===== src/rtl/sram_1rw_port_arb.sv =====
// 1W1R client front end for a single-port 1RW SRAM macro, with an in-order write buffer.
// Define SRAM_ARB_FWD_EN to forward buffered write data to reads instead of stalling them.
module sram_1rw_port_arb #(
    parameter int ADDR_W   = 9,
    parameter int DATA_W   = 64,
    parameter int WB_DEPTH = 2
) (
    input  logic              clk0,
    input  logic              rst0,
    input  logic              W0_en,
    input  logic [ADDR_W-1:0] W0_addr,
    input  logic [DATA_W-1:0] W0_data,
    output logic              W0_ready,
    input  logic              R0_en,
    input  logic [ADDR_W-1:0] R0_addr,
    output logic              R0_ready,
    output logic              R0_valid,
    output logic [DATA_W-1:0] R0_data,
    output logic              mem_csb0,
    output logic              mem_web0,
    output logic [ADDR_W-1:0] mem_addr0,
    output logic [DATA_W-1:0] mem_din0,
    input  logic [DATA_W-1:0] mem_dout0
);
    localparam int PTR_W = $clog2(WB_DEPTH);
    localparam int CNT_W = PTR_W + 1;

    logic [ADDR_W-1:0]   wb_addr [WB_DEPTH];
    logic [DATA_W-1:0]   wb_data [WB_DEPTH];
    logic [WB_DEPTH-1:0] wb_vld;
    logic [PTR_W-1:0]    head;
    logic [PTR_W-1:0]    tail;
    logic [CNT_W-1:0]    count;
    logic                full;
    logic                empty;
    logic                push;
    logic                drain;
    logic                rd_acc;
    logic                rd_hit;

`ifdef SRAM_ARB_FWD_EN
    logic [DATA_W-1:0]   rd_hit_data;
    logic                fwd_hit;
    logic [DATA_W-1:0]   fwd_data;
`endif

    assign full  = (count == CNT_W'(WB_DEPTH));
    assign empty = (count == '0);

    // Scan oldest to youngest so the last match found is the youngest entry.
    always_comb begin
        logic [PTR_W-1:0] idx;
        idx    = head;
        rd_hit = 1'b0;
`ifdef SRAM_ARB_FWD_EN
        rd_hit_data = '0;
`endif
        for (int k = 0; k < WB_DEPTH; k++) begin
            idx = head + PTR_W'(k);
            if (wb_vld[idx] && (wb_addr[idx] == R0_addr)) begin
                rd_hit = 1'b1;
`ifdef SRAM_ARB_FWD_EN
                rd_hit_data = wb_data[idx];
`endif
            end
        end
    end

    // Handshake: a request transfers on a rising clk0 edge where en & ready are both high;
    // ready depends only on buffer state and R0_addr, never on the same port's en.
    assign W0_ready = ~full;
`ifdef SRAM_ARB_FWD_EN
    assign R0_ready = ~full;
`else
    assign R0_ready = ~full & ~rd_hit;
`endif

    assign push   = W0_en & W0_ready & ~rst0;
    assign rd_acc = R0_en & R0_ready & ~rst0;
    assign drain  = ~rst0 & (full | (~rd_acc & ~empty));

    assign mem_csb0  = ~(rd_acc | drain);
    assign mem_web0  = ~drain;
    assign mem_addr0 = drain ? wb_addr[head] : R0_addr;
    assign mem_din0  = wb_data[head];

    always_ff @(posedge clk0 or posedge rst0) begin
        if (rst0) begin
            head     <= '0;
            tail     <= '0;
            count    <= '0;
            wb_vld   <= '0;
            R0_valid <= 1'b0;
            for (int i = 0; i < WB_DEPTH; i++) begin
                wb_addr[i] <= '0;
                wb_data[i] <= '0;
            end
        end else begin
            if (drain) begin
                wb_vld[head] <= 1'b0;
                head         <= head + 1'b1;
            end
            if (push) begin
                wb_vld[tail]  <= 1'b1;
                wb_addr[tail] <= W0_addr;
                wb_data[tail] <= W0_data;
                tail          <= tail + 1'b1;
            end
            case ({push, drain})
                2'b10:   count <= count + 1'b1;
                2'b01:   count <= count - 1'b1;
                default: count <= count;
            endcase
            R0_valid <= rd_acc;
        end
    end

`ifdef SRAM_ARB_FWD_EN
    always_ff @(posedge clk0 or posedge rst0) begin
        if (rst0) begin
            fwd_hit  <= 1'b0;
            fwd_data <= '0;
        end else if (rd_acc) begin
            fwd_hit  <= rd_hit;
            fwd_data <= rd_hit_data;
        end
    end

    assign R0_data = fwd_hit ? fwd_data : mem_dout0;
`else
    assign R0_data = mem_dout0;
`endif

endmodule


===== config.mk =====
export PLATFORM = sky130hd
export DESIGN_NAME = sram_1rw_port_arb
export DESIGN_NICKNAME = d
export VERILOG_FILES = /design/src/rtl/sram_1rw_port_arb.sv
export SDC_FILE = /design/constraint.sdc
export NUM_CORES = 1
export LEC_CHECK = 0
export ABC_AREA = 1
export BUFFER_PORTS_ARGS = -buffer_cell sky130_fd_sc_hd__clkbuf_2
export CORE_ASPECT_RATIO = 1.5
export CORE_MARGIN = 5
export CORE_UTILIZATION = 50
export CTS_CLUSTER_DIAMETER = 100
export DETAILED_ROUTE_END_ITERATION = 6
export PLACE_DENSITY = 0.91
export SYNTH_ARGS = -nofsm -noshare
export SYNTH_HDL_FRONTEND = slang
export SYNTH_SLANG_ARGS = --single-unit

===== constraint.sdc =====
create_clock -name clk0 -period 6 [get_ports clk0]
set_input_delay 0.3 -clock clk0 [delete_from_list [all_inputs] [get_ports clk0]]
set_output_delay 0.3 -clock clk0 [all_outputs]
set_load 0.05 [all_outputs]

* Word-level counts from Yosys, hierarchy flattened
Index checks and enable logic that the tools add are counted. Widths: inputs -> output; s select.
Word-level totals: bits in registers 153, bits of input ports 150, word-level logic and storage cells 85
Cells by class: $add $sub $neg 4, $lt $le $gt $ge 9, equal/unequal tests 5, muxes and demuxes 29, bitwise operators 22, reduce and logical (&&, ||, !) cells 7
Operator list (number):
- $mux 64 | 4
- $bwmux 128 | 1
- $mux 9 | 8
- $demux 64 s1 | 1
- $bwmux 18 | 1
- $eq 9x9->1 | 2
- $demux 9 s1 | 1
- $mux 1 | 8
- $and 1x1->1 | 7
- $not 1->1 | 7
- $ge 2x2->1 const B | 3
- $lt 1x2->1 const B | 3
- $not 1->2 | 3
- $logic_and 1x1->1 | 5
- $eq 2x2->1 const B | 2
- $mux 2 | 2
- $pmux 2 s2 | 1
- $add 1x1->1 const B | 2
- $add 2x1->2 const B | 1
- $and 2x2->2 | 1
- $demux 1 s1 | 2
- $eq 2x1->1 const B | 1
- $ge 1x1->1 const B | 2
- $logic_not 2->1 | 1
- other kinds (6) | 7

* Depth between registers and ports, before layout
depth in word-level cells 19, mapped depth 18

* Worst setup path after synthesis
OpenSTA, ideal clock, no wires.
path type input to register, from input port rst0, to register wb_addr[2] in the netlist's numbering, data arrival time 5.917 ns, setup slack -0.034 ns, stages 7, buffers on the path 2, cell sequence clkinv_1 nand4_1 inv_1 buf_2 buf_2 nand2_1 nand2_1
On the way: cells in the longest elaborated chain, start to end 2
RTL lines:
- from (decl) | RTL line 9 | input logic rst0,
- $not 1->1 | RTL line 78 | assign push = W0_en & W0_ready & ~rst0;
- $and 1x1->1 | RTL line 78
- to (signal, indexed assignment) | RTL line 105 | wb_addr[tail] <= W0_addr;
- to (decl) | RTL line 28 | logic [ADDR_W-1:0] wb_addr [WB_DEPTH];
Every way passes these cells. A chain may end at the register's enable or synchronous reset.

* Worst setup path after layout
from register head, to output port mem_addr0[3]
On the way: cells in the longest elaborated chain, start to end 17, elaborated cells between the ends (all ways) 28, those cells by class 1 x add/sub; 2 x eq/ne; 13 x mux; 10 x bitwise; 2 x reduce/logical
RTL lines:
- from (decl) | RTL line 31 | logic [PTR_W-1:0] head;
- from (signal assigned) | RTL line 101 | head <= head + 1'b1;
- $add 1x1->1 or $not 1->2 (tied branches) | RTL line 59, 60, 84
- $not 1->2 (implied by the code) or $mux 9 (tied branches) | RTL line 60, 84
- $mux 9, on equally long branches (2 in a row) | RTL line 60, 84
- $mux 9 (implied by the code) or $eq 9x9->1 (tied branches) | RTL line 60 | if (wb_vld[idx] && (wb_addr[idx] == R0_addr)) begin
- $eq 9x9->1 or $logic_and 1x1->1 (tied branches) | RTL line 60
- $logic_and 1x1->1 or $mux 1 (tied branches) | RTL line 60
- $mux 1 | RTL line 60
- $not 1->1 | RTL line 75 | assign R0_ready = ~full & ~rd_hit;
- $and 1x1->1 | RTL line 75
- $and 1x1->1 (2 in a row) | RTL line 79 | assign rd_acc = R0_en & R0_ready & ~rst0;
- $not 1->1 | RTL line 80 | assign drain = ~rst0 & (full | (~rd_acc & ~empty));
- $and 1x1->1 | RTL line 80
- $or 1x1->1 | RTL line 80
- $and 1x1->1 | RTL line 80
- $mux 9 * | RTL line 84 | assign mem_addr0 = drain ? wb_addr[head] : R0_addr;
- to (decl) | RTL line 21 | output logic [ADDR_W-1:0] mem_addr0,
Every way passes the cells marked *; elsewhere a longest branch is shown, timed or not. The select of a mux whose other input is x is not followed.

==> results summary <==
The worst supply voltage drop on vdd came out at 0.447 mV. The total number of nets in the final design is around 1300. The worst register-to-register path begins at head. TritonCTS built the clock tree.

The endpoint kind of the worst setup timing path is a primary output. The critical path is of the reg -> out type. For met3 alone, demand over resource in global routing was 0.0357.

The run finished with clean final reports. The total of fill cells in the finished design is approximately 1400. After the first detailed-routing iteration, the DRC count stood at 524. The die span in x came out at approximately 110 µm. The wire length of the first global-routing pass is just over 30000 µm. The relative slew slack came out at 0.359.

In this run the worst hold path is classified as in -> async. 0 antenna diodes ended up in the layout. The remaining routing DRC violations is 0. The tree built by TritonCTS fans out to 153 sinks. The die footprint is 18100 µm². The synthesized design contains 153 register bits.

The routed length per instance came out at around 14 µm. In this run the worst setup path begins at head. The total count of max-transition violations in the final report came to 0. The initial utilization of the core area, before any placement, comes to 0.511. Setup slack closes at 1.65 ns.

The number of warning messages in the yosys log is 0. Setup repair after global routing left no endpoint under its margin. The non-filler instance count after layout is 1321. The clock insertion delay at the later pin of the skew report came out at 0.41 ns.

After layout, the minimum clock period comes to 4.35 ns. The total power density per cell area came out at around 660 nW/µm². The minimum hold slack is 0.00745 ns. Port buffering added 163 buffers.

Summed over all layers, the global routing overflow is 0. The area of combinational cells with multiple inputs is approximately 2800 µm². The leakage component of the power is ~4.7 nW. The most common flop cell mapped by yosys is dfrtp_1. The overall global routing resource usage is 0.209.

The data arrival time of the worst path came out at 4.05 ns. The share of the clock period used by the worst path after layout is 0.724. The half-perimeter wire length of the detailed placement result came out at 13100 µm. The cell area after synthesis is 7740 µm². The post-synthesis cell count is just over 1000. The count of endpoints failing setup in the final report came out at 0. The final total negative setup slack is 0 ns. Prior to clock tree synthesis, the placed netlist has a worst setup slack of roughly 2.2 ns. The number of placement rows came out at 55. Entering global routing, the biggest net connects 84 pins.

The worst-case clock buffer depth came out at 2. The number of vias per cell after detailed routing is 5.07. CTS placed an instance of clkbuf_16 at the clock tree root. The detailed-router iteration count before antenna repair is 5. The routability congestion estimate from global placement is ~0.88. The proportion of synthesized chip area in sequential cells is 0.495. The met2 track demand over resource is 0.357.

In this run the worst path has a maximum fanout of ~80. The clock buffer count from CTS came out at 17. The depth of the CTS H-tree came out at 4. The area growth from synthesis to layout came out at 12.7%.

The number of buffers inserted to repair setup after CTS came out at 0. For met1 alone, demand over resource in global routing was 0.236. The actual slew at the worst max-slew pin is between 0.9 and 1 ns. The number of antenna violations at the first check in global routing was 0. The final clock skew is 0.0105 ns. The area of the placeable core came out at 15100 µm². In the synthesized netlist the async set-or-reset flop fraction comes to 1.00. Derived from the worst setup path, the maximum achievable clock frequency is 230 MHz. The average footprint of a synthesized cell came out at 7.47 µm². The total of max-cap violations is 0. After clock tree synthesis, the flow added hold-fix buffers numbering 0. The number of global-route vias before repair is 6574. The critical path startpoint category is a flop. The post-placement cell count is 1289. The total of cells resized after clock tree synthesis came out at 0. At the end of the flow the core is filled with cells to 0.576. The clock-pin transition on the worst setup and hold timing paths came out at around 0.070 ns. The net count after synthesis came out at 1186. The antenna violation net count after detailed routing is 0. The number of enable-type register cells in the synthesized netlist came out at 0. For this block, the routed nets add up to 18800 µm of wire. The data required time at the worst endpoint came out at roughly 5.7 ns. Of the cells placed in the final design, the portion with a size suffix greater than 1 is 0.200. During I/O placement, the number of pins put on the boundary was 292. The height of the die came out at 162 µm. The most used routing layer in global routing is met2. The via total after detailed routing came out at 6700. The sequential cells in the finished layout cover a total of 3830 µm². The final count of hold timing violations came out at 0. The count of distinct cell types in the synthesized netlist is 25.
## report_power, final
part           leakage (nW)  internal, mW  switching (mW)  total, mW
Sequential             1.89          1.52           0.296       1.81
Combinational          2.57         0.679            2.25       2.92
Clock                 0.286         0.601           0.458       1.06
## sequential cells by signal, indices dropped and copies added (netlist names)
register  flops
R0_valid      1
head          1
wb_data     128
tail          1
wb_vld        2
count         2
wb_addr      18
## metrics by stage
stage / area (µm²) / total power [mW]
final: 8720 / 5.80
after global routing: 8720 / 6.18
after CTS: 8720 / 5.84
after detailed placement: 8130 / 4.76
after global placement: 8130 / 4.69
after floorplan: 7740 / 4.19
## layout by cell type (no fill, tap or decap), drive strengths merged, types with 2 or more instances in the layout
cell type / n
a21oi: 2
nand3: 22
clkinv: 3
nor2: 15
clkbuf: 181
inv: 105
buf: 6
dfrtp: 153
nand2: 480
o21ai: 142
clkinvlp: 2
nand4: 5
## area by class of cell
class                           instances  area share
Timing Repair Buffer                  169      0.0987
Sequential cell                       153       0.439
Clock buffer                           18      0.0504
Multi-Input combinational cell        671       0.323
Tap cell                              199      0.0285
Inverter                               97      0.0426
Clock inverter                         14      0.0174
## routing by layer
layer | vias up | routed length [µm]
met1 | 3121 | 7000
met2 | 224 | 9580
li1 | 3251 | -
met4 | 0 | 1330
met5 | - | 0
met3 | 104 | 898
## final timing paths
path,to,slack (ns),depth (start not counted)
worst min-delay path,tail,0.007,2
min in group clk0,wb_data[21],0.09,3
max in group asynchronous,wb_data[36],4.55,3
worst max-delay path,mem_addr0[3],1.65,12
worst min register to register,wb_data[51],0.48,2
worst max register to register,count[1],2.23,15
## cell usage after synthesis, types with 2 or more instances
cell | n | area share
a21oi_1 | 2 | 0.0013
buf_2 | 14 | 0.0091
o21ai_1 | 2 | 0.0013
inv_1 | 92 | 0.045
clkbuf_1 | 30 | 0.015
nor2_1 | 14 | 0.0068
buf_4 | 64 | 0.062
dfrtp_1 | 153 | 0.49
nand2_1 | 469 | 0.23
o21ai_0 | 140 | 0.091
nand4_1 | 4 | 0.0032
buf_6 | 6 | 0.0087
nand2_2 | 11 | 0.0089
nand3_1 | 21 | 0.014
inv_2 | 3 | 0.0015
## kinds of logic (layout without fill, tap and decap cells)
group	after synthesis	in the layout	share of synthesized area
adder cells (fa/ha/maj)	1	1	0.00162
AO/OA/AOI/OAI	144	144	0.0932
AND/OR/NAND/NOR	524	524	0.266
flip-flops	153	153	0.495
buffers and inverters	211	298	0.142
XOR/XNOR	2	2	0.00226
## critical path, cell delays in order, from the launching register on
cell and delay, ns:
dfrtp_4 0.92, buf_4 0.65, nand2_1 0.15, nand3_1 0.12
nand2_1 0.05, nor2_1 0.15, nand3_1 0.11, nor2_1 0.14
nor2_2 0.06, nand4_2 0.11, nand3_4 0.21, o21ai_0 0.49
clkbuf_2 0.37
No activity file was read; power rests on OpenSTA's default activity.
